## src/rtl/cpu15_pkg.sv

```systemverilog
// Shared definitions for the 15-bit CPU: fetch state encoding and default geometry.
package cpu15_pkg;

    localparam int             CPU_PC_WIDTH     = 8;
    localparam int             CPU_INSTR_WIDTH  = 15;
    localparam logic [7:0]     CPU_RESET_VECTOR = 8'h00;
    localparam int             CPU_PROM_LATENCY = 1;

    typedef enum logic [2:0] {
        ST_IDLE   = 3'd0,
        ST_FETCH  = 3'd1,
        ST_LOAD   = 3'd2,
        ST_EXEC   = 3'd3,
        ST_HALTED = 3'd4
    } fetch_state_t;

endpackage

```

## src/rtl/fetch_seq_sat_counter.sv

```systemverilog
// Saturating up-counter; holds at all-ones instead of wrapping.
module fetch_seq_sat_counter #(
    parameter int W = 16
) (
    input  logic         clk,
    input  logic         rst,
    input  logic         inc,
    output logic [W-1:0] cnt
);

    always_ff @(posedge clk) begin
        if (rst) begin
            cnt <= '0;
        end else if (inc && (cnt != '1)) begin
            cnt <= cnt + 1'b1;
        end
    end

endmodule

```

## src/rtl/fetch_seq.sv

```systemverilog
// Instruction-fetch sequencer: owns the PC, waits out ROM read latency,
// captures the instruction and retires it on the execute-done handshake.
//
// state     | meaning
// ----------+-------------------------------------------------------------
// ST_IDLE   | waiting for RUN_EN
// ST_FETCH  | P_COUNT stable, counting out ROM read latency
// ST_LOAD   | PROM_OUT valid, captured into IR
// ST_EXEC   | IR held for execute stage, waiting for EX_DONE
// ST_HALTED | stopped after a halting instruction, exits only via RESET
module fetch_seq
    import cpu15_pkg::*;
#(
    parameter int                    PC_WIDTH     = CPU_PC_WIDTH,
    parameter int                    INSTR_WIDTH  = CPU_INSTR_WIDTH,
    parameter logic [PC_WIDTH-1:0]   RESET_VECTOR = PC_WIDTH'(CPU_RESET_VECTOR),
    parameter int                    PROM_LATENCY = CPU_PROM_LATENCY
) (
    input  logic                   CLK_FT,
    input  logic                   RESET,
    input  logic                   RUN_EN,
    input  logic [INSTR_WIDTH-1:0] PROM_OUT,
    input  logic                   EX_DONE,
    input  logic                   BRANCH_TAKEN,
    input  logic [PC_WIDTH-1:0]    BRANCH_ADDR,
    input  logic                   HALT_REQ,
    output logic [PC_WIDTH-1:0]    P_COUNT,
    output logic [INSTR_WIDTH-1:0] IR,
    output logic                   IR_VALID,
    output logic                   HALTED,
    output logic [15:0]            INSTR_CNT
);

    localparam int LAT_W = 2;
    localparam logic [LAT_W-1:0] LAT_LAST = LAT_W'(PROM_LATENCY - 1);

    fetch_state_t          state, state_nxt;
    logic [LAT_W-1:0]      lat_cnt, lat_nxt;
    logic [PC_WIDTH-1:0]   pc_nxt;
    logic                  ir_load;
    logic                  retire;

    always_ff @(posedge CLK_FT) begin
        if (RESET) begin
            state    <= ST_IDLE;
            lat_cnt  <= '0;
            P_COUNT  <= RESET_VECTOR;
            IR       <= '0;
            IR_VALID <= 1'b0;
        end else begin
            state    <= state_nxt;
            lat_cnt  <= lat_nxt;
            P_COUNT  <= pc_nxt;
            IR_VALID <= ir_load;
            if (ir_load) begin
                IR <= PROM_OUT;
            end
        end
    end

    always_comb begin
        state_nxt = state;
        lat_nxt   = lat_cnt;
        pc_nxt    = P_COUNT;
        ir_load   = 1'b0;
        retire    = 1'b0;
        case (state)
            ST_IDLE: begin
                if (RUN_EN) begin
                    state_nxt = ST_FETCH;
                    lat_nxt   = '0;
                end
            end
            ST_FETCH: begin
                lat_nxt = lat_cnt + 1'b1;
                if (lat_cnt == LAT_LAST) begin
                    state_nxt = ST_LOAD;
                end
            end
            ST_LOAD: begin
                ir_load   = 1'b1;
                state_nxt = ST_EXEC;
            end
            ST_EXEC: begin
                if (EX_DONE) begin
                    retire  = 1'b1;
                    lat_nxt = '0;
                    // Halt wins over branch; PC stays on the halting instruction.
                    if (HALT_REQ) begin
                        state_nxt = ST_HALTED;
                    end else if (BRANCH_TAKEN) begin
                        pc_nxt    = BRANCH_ADDR;
                        state_nxt = ST_FETCH;
                    end else begin
                        pc_nxt    = P_COUNT + 1'b1;
                        state_nxt = ST_FETCH;
                    end
                end
            end
            ST_HALTED: begin
                state_nxt = ST_HALTED;
            end
            default: begin
                state_nxt = ST_IDLE;
            end
        endcase
    end

    assign HALTED = (state == ST_HALTED);

    fetch_seq_sat_counter #(.W(16)) u_instr_cnt (
        .clk (CLK_FT),
        .rst (RESET),
        .inc (retire),
        .cnt (INSTR_CNT)
    );

endmodule

```

## config.mk

```make
export PLATFORM = sky130hd
export DESIGN_NAME = fetch_seq
export DESIGN_NICKNAME = d
export VERILOG_FILES = /design/src/rtl/cpu15_pkg.sv /design/src/rtl/fetch_seq_sat_counter.sv /design/src/rtl/fetch_seq.sv
export SDC_FILE = /design/constraint.sdc
export NUM_CORES = 1
export LEC_CHECK = 0
export ABC_AREA = 1
export CAP_MARGIN = 15
export CORE_MARGIN = 4
export CORE_UTILIZATION = 30
export CTS_BUF_LIST = sky130_fd_sc_hd__clkbuf_16
export DETAILED_ROUTE_END_ITERATION = 7
export REMOVE_ABC_BUFFERS = 1
export SYNTH_ARGS = -nofsm -noshare
export SYNTH_HDL_FRONTEND = slang
export SYNTH_SLANG_ARGS = --single-unit
```

## constraint.sdc

```tcl
create_clock -name CLK_FT -period 2.15 [get_ports CLK_FT]
set_input_delay 0.215 -clock CLK_FT [delete_from_list [all_inputs] [get_ports CLK_FT]]
set_output_delay 0.215 -clock CLK_FT [all_outputs]
set_load 0.03 [all_outputs]
```

# Word level (Yosys, flattened, before mapping)
# Cells that the tools add are included.
# Widths: inputs -> output; s select.
[totals]
in_bits = 29
reg_bits = 45
wordCells = 37
out_inout_bits = 41
[classes]
mux = 12
n_eq_ne = 8
bitwise = 1
add_sub_neg = 3
reduce_logical = 7
[ops]
columns = ["cell", "n"]
rows = [
  ["$add 16x1->16 const B", 1],
  ["$ne 16x16->1 const B", 1],
  ["$pmux 3 s5", 1],
  ["$mux 3", 4],
  ["$reduce_and 3->1", 3],
  ["$add 8x1->8 const B", 1],
  ["$mux 8", 1],
  ["$eq 3x2->1 const B", 2],
  ["$ne 2x2->1 const B", 3],
  ["$pmux 2 s3", 1],
  ["$mux 2", 2],
  ["$eq 3x1->1 const B", 1],
  ["$eq 3x3->1 const B", 1],
  ["$logic_not 3->1", 1],
  ["$mux 1", 3],
  ["$reduce_bool 3->1", 1],
  ["$add 2x1->2 const B", 1],
  ["$logic_not 2->1", 1],
  ["$logic_and 1x1->1", 1],
  ["$not 1->1", 1],
]

# Logic depth before layout (Yosys ltp)
[depth]
ltp_word = 3
ltp_mapped = 9
depth_no_buf = 9

# Modules after synthesis
# From an unflattened synthesis, not the netlist that was laid out.
[hier_totals]
cells_unflattened = 348
area_unflattened_um2 = 2279.7
[modules_own_cells]
columns = ["mod", "area_per_inst_um2", "seq_area_each_um2", "n_inst", "cells_each"]
rows = [
  ["fetch_seq", 1350.0, 580.6, 1, 199],
  ["fetch_seq_sat_counter", 929.6, 320.3, 1, 149],
]

# Least setup slack after synthesis
# Ideal clock, no wire load.
[synth_path]
path_kind = "reg-to-reg"
from = "reg u_instr_cnt.cnt[0]"
to = "reg u_instr_cnt.cnt[11]"
t_required_ns = 2.017
stages_incl_launch_ff = 10
slack_ns = 0.460
arrival_ns = 1.557
path_cell_list = "dfxtp_1 > ha_1 > nand2_2 > nor2_4 > nand2_2 > nor2_2 > nor2_4 > buf_6 > nand2_1 > a21oi_2"
[synth_via]
elab_chain_cells = 2
word_cells_on_any_way = 3
[synth_rtl]
columns = ["element", "line", "source"]
rows = [
  ["start, declared", "fetch_seq_sat_counter.sv:8", "output logic [W-1:0] cnt"],
  ["start signal, assigned", "fetch_seq_sat_counter.sv:15", "cnt <= cnt + 1'b1;"],
  ["branches (longest 2 deep; another with $add 16x1->16)", "-", ""],
]
# Several ways; the timed one is not identified.
# A chain may end at the register's enable or synchronous reset.

# Worst setup path in the final report
[layout_path]
from = "reg state[0]"
to = "out HALTED"
[layout_via]
elab_chain_cells = 1
[layout_rtl]
columns = ["element", "line", "source"]
rows = [
  ["start, declared", "fetch_seq.sv:37", "fetch_state_t state, state_nxt;"],
  ["start signal, assigned", "fetch_seq.sv:51", "state <= state_nxt;"],
  ["$eq 3x3->1", "fetch_seq.sv:109", "assign HALTED = (state == ST_HALTED);"],
  ["end, declared", "fetch_seq.sv:30", "output logic HALTED,"],
]
# Every way passes these cells.

==> impl_metrics.csv <==
group,metric,value,unit
hold_path,hp-class,"flop to flop",
flow_run,maxCapViolCount,0,
cts,htreeDepth,2,
floorplanning,io_pins,70,
floorplanning,fp.dieH,95.7,µm
final_layout,synthToLayoutAreaGrowth,40.8,%
floorplanning,start_util,31.3,%
grt,grt_pass1_wl,9720,µm
sta,period_needed,1.86,ns
pwr,p_comb_share,16.9,%
cts,cts_sinks,45,
critical_path,rr_startpoint,"u_instr_cnt.cnt[1]",
floorplanning,num_rows,31,
floorplanning,die-width,95.7,µm
yosys,yosys-top-cells-count,"78 x nand2_1, 45 x dfxtp_1, 41 x inv_1",
cts,clkSlewWorstSetupHoldPaths,0.06,ns
final_layout,antennaDiodeCount,0,
sta,slew_viol_final,0,
grt,track_usage,13.2,%
pwr,power_switching_share,26.5,%
final_layout,fillCellCount,798,
place,io_buffers,69,
cts,cts_setup_buffers,0,
floorplanning,die_area,9170,µm²
cts,clockBufferDepth,2,
detailed_routing,drc_errors,0,
critical_path,critPathLaunch,"state[0]",
detailed_routing,routed_wl,5860,µm
pwr,leakage,0.00120,µW
critical_path,path_max_fanout,6,
final_layout,post-route-util,44.1,%
place,gp_congestion,0.860,
final_layout,drive_above_1_share,9.76,%
yosys,synth_edf_count,0,
hold_path,worstHoldStart,"IR[4]",
yosys,seq_area_frac_synth,39.0,%
sta,grt_setup_unrepaired,"false",
grt,grt_pass1_vias,2156,
cts,cts-root-buf,"clkbuf_16",
detailed_routing,vias,2313,
critical_path,worstPathArrival,1.64,ns
cts,numCtsBuffers,5,
pwr,pwr-share-seq,46.0,%
critical_path,crit_type,"flop to output pin",
pwr,switchingPower,521,µW
sta,setup_viol,0,
critical_path,start_kind,"flop",
pwr,clock_power_share,37.1,%
pwr,power,1970,µW
floorplanning,core,7370,µm²
sta,finalHoldViolCount,0,
sta,timing.hold.ws,0.440,ns
yosys,yosysUniqueCellTypes,26,
yosys,ys_top_cells_by_area,"dfxtp_1 39%, nand2_1 13%, inv_1 6.7%, a21oi_1 6.3%, nor2_1 6.0%",
yosys,yosys_warnings,0,
outcome,status,"finished clean",
cts,cts_tree,"built",
grt,gr-total-overflow,0,
yosys,yosysMostFrequentCell,"nand2_1",
sta,setup_tns,0,ns
yosys,synthArstFlopShare,0,%
sta,max_slew_margin,74.4,%
yosys,syn_area_per_cell,6.85,µm²
cts,post_cts_resized,0,
cts,clock_latency,0.28,ns
sta,tightest_slew,0.383,ns
sta,fin_skew,0.00482,ns
yosys,yosys_register_bits,45,
detailed_routing,drtIter0Drc,106,
yosys,syn_area,2310,µm²
pwr,p_int,1450,µW
pwr,peakVddDrop,0.000353,V
cts,cts_hold_buf,0,
final_layout,num-nets-final,441,
critical_path,end_kind,"output pin",
grt,grt_max_degree,33,
place,dp.cells,501,
detailed_routing,dr.pass1.iters,4,
detailed_routing,ant_nets,0,
yosys,netlist.area_leader.share,39.0,%
place,hpwl,4280,µm
detailed_routing,viasPerCell,4.54,
yosys,yosys.area.top_type,"dfxtp_1",
critical_path,required,1.93,ns
sta,fmax,0.538,GHz
final_layout,fin_cells,509,
detailed_routing,wl_per_cell,11.5,µm
sta,timing.final.crit_share,86.4,%
pwr,p_per_area,605,nW/µm²
yosys,synthesis.instances,337,
yosys,synth_ff_type,"dfxtp_1",
grt,antenna_found_initial,0,
-- worst paths after layout --
check | endpoint | slack (ns) | depth (start not counted)
max | HALTED | 0.29 | 4
min | IR[4] | 0.44 | 2
max reg2reg | u_instr_cnt.cnt[5] | 0.54 | 8
min reg2reg | IR[4] | 0.44 | 2
-- cell families after synthesis --
| logic type | share of synthesized area (%) |
|---|---|
| flip-flops | 39.0 |
| AO/OA/AOI/OAI | 16.9 |
| XOR/XNOR | 2.65 |
| adder cells (fa/ha/maj) | 1.63 |
| buffers and inverters | 9.86 |
| AND/OR/NAND/NOR | 30.0 |
-- critical path: stages, from the launching register on --
cell and delay, ns:
dfxtp_1 0.37, inv_1 0.14, nand2_1 0.09, nor2_1 0.09, clkdlybuf4s50_1 0.68
-- through the flow --
step	cell area (µm²)	setup slack, ns
after CTS	3250	0.288
final	3250	0.292
after global placement	3110	0.475
after global routing	3250	0.209
after floorplan	2250	0.403
after detailed placement	3110	0.431
-- metal layers --
layer | vias to the layer above | GRT usage (%) | part of all wire, %
met4 | 0 | 4.62 | 1.5
met5 | - | 0 | 0
met3 | 7 | 2.42 | 5.1
met1 | 1025 | 16.6 | 47
li1 | 1224 | - | -
met2 | 57 | 22.7 | 46
-- placed cells by master, fill, tap and decap left out, drive strengths merged --
master | netlist | final
o22ai | 2 | 2
nor3b | 1 | 1
nand3 | 21 | 21
dfxtp | 45 | 45
nand2 | 83 | 83
xnor2 | 3 | 3
xor2 | 4 | 4
inv | 43 | 44
clkbuf | 6 | 5
o21ai | 27 | 27
clkinv | 1 | 3
a21oi | 39 | 39
nand4 | 9 | 9
nor2 | 44 | 44
buf | 5 | 7
clkdlybuf4s50 | 0 | 69
ha | 3 | 3
a31oi | 1 | 1
-- power by group through the flow --
| stage | clock, µW | sequential (µW) | combinational [µW] |
|---|---|---|---|
| 2_1_floorplan | 0 | 985 | 107 |
| 4_1_cts | 768 | 905 | 337 |
| 5_1_grt | 790 | 910 | 367 |
| 3_5_place_dp | 0 | 922 | 336 |
| 3_3_place_gp | 0 | 923 | 332 |
| 6_report | 730 | 905 | 333 |
-- flip-flops by register name, summed over array words and instances (netlist names) --
name	flops
IR	15
lat_cnt	2
state	3
P_COUNT	8
u_instr_cnt.cnt	16
IR_VALID	1
-- cell type report --
type                            instances  area, µm²  share of cell area [%]
Clock inverter                          3       13.8                   0.423
Sequential cell                        45        901                    27.7
Multi-Input combinational cell        237       1180                    36.3
Timing Repair Buffer                   76        743                    22.8
Inverter                               44        165                    5.08
Tap cell                               99        124                    3.81
Clock buffer                            5        125                    3.85
Note: power is estimated with default switching activity, not from simulation.
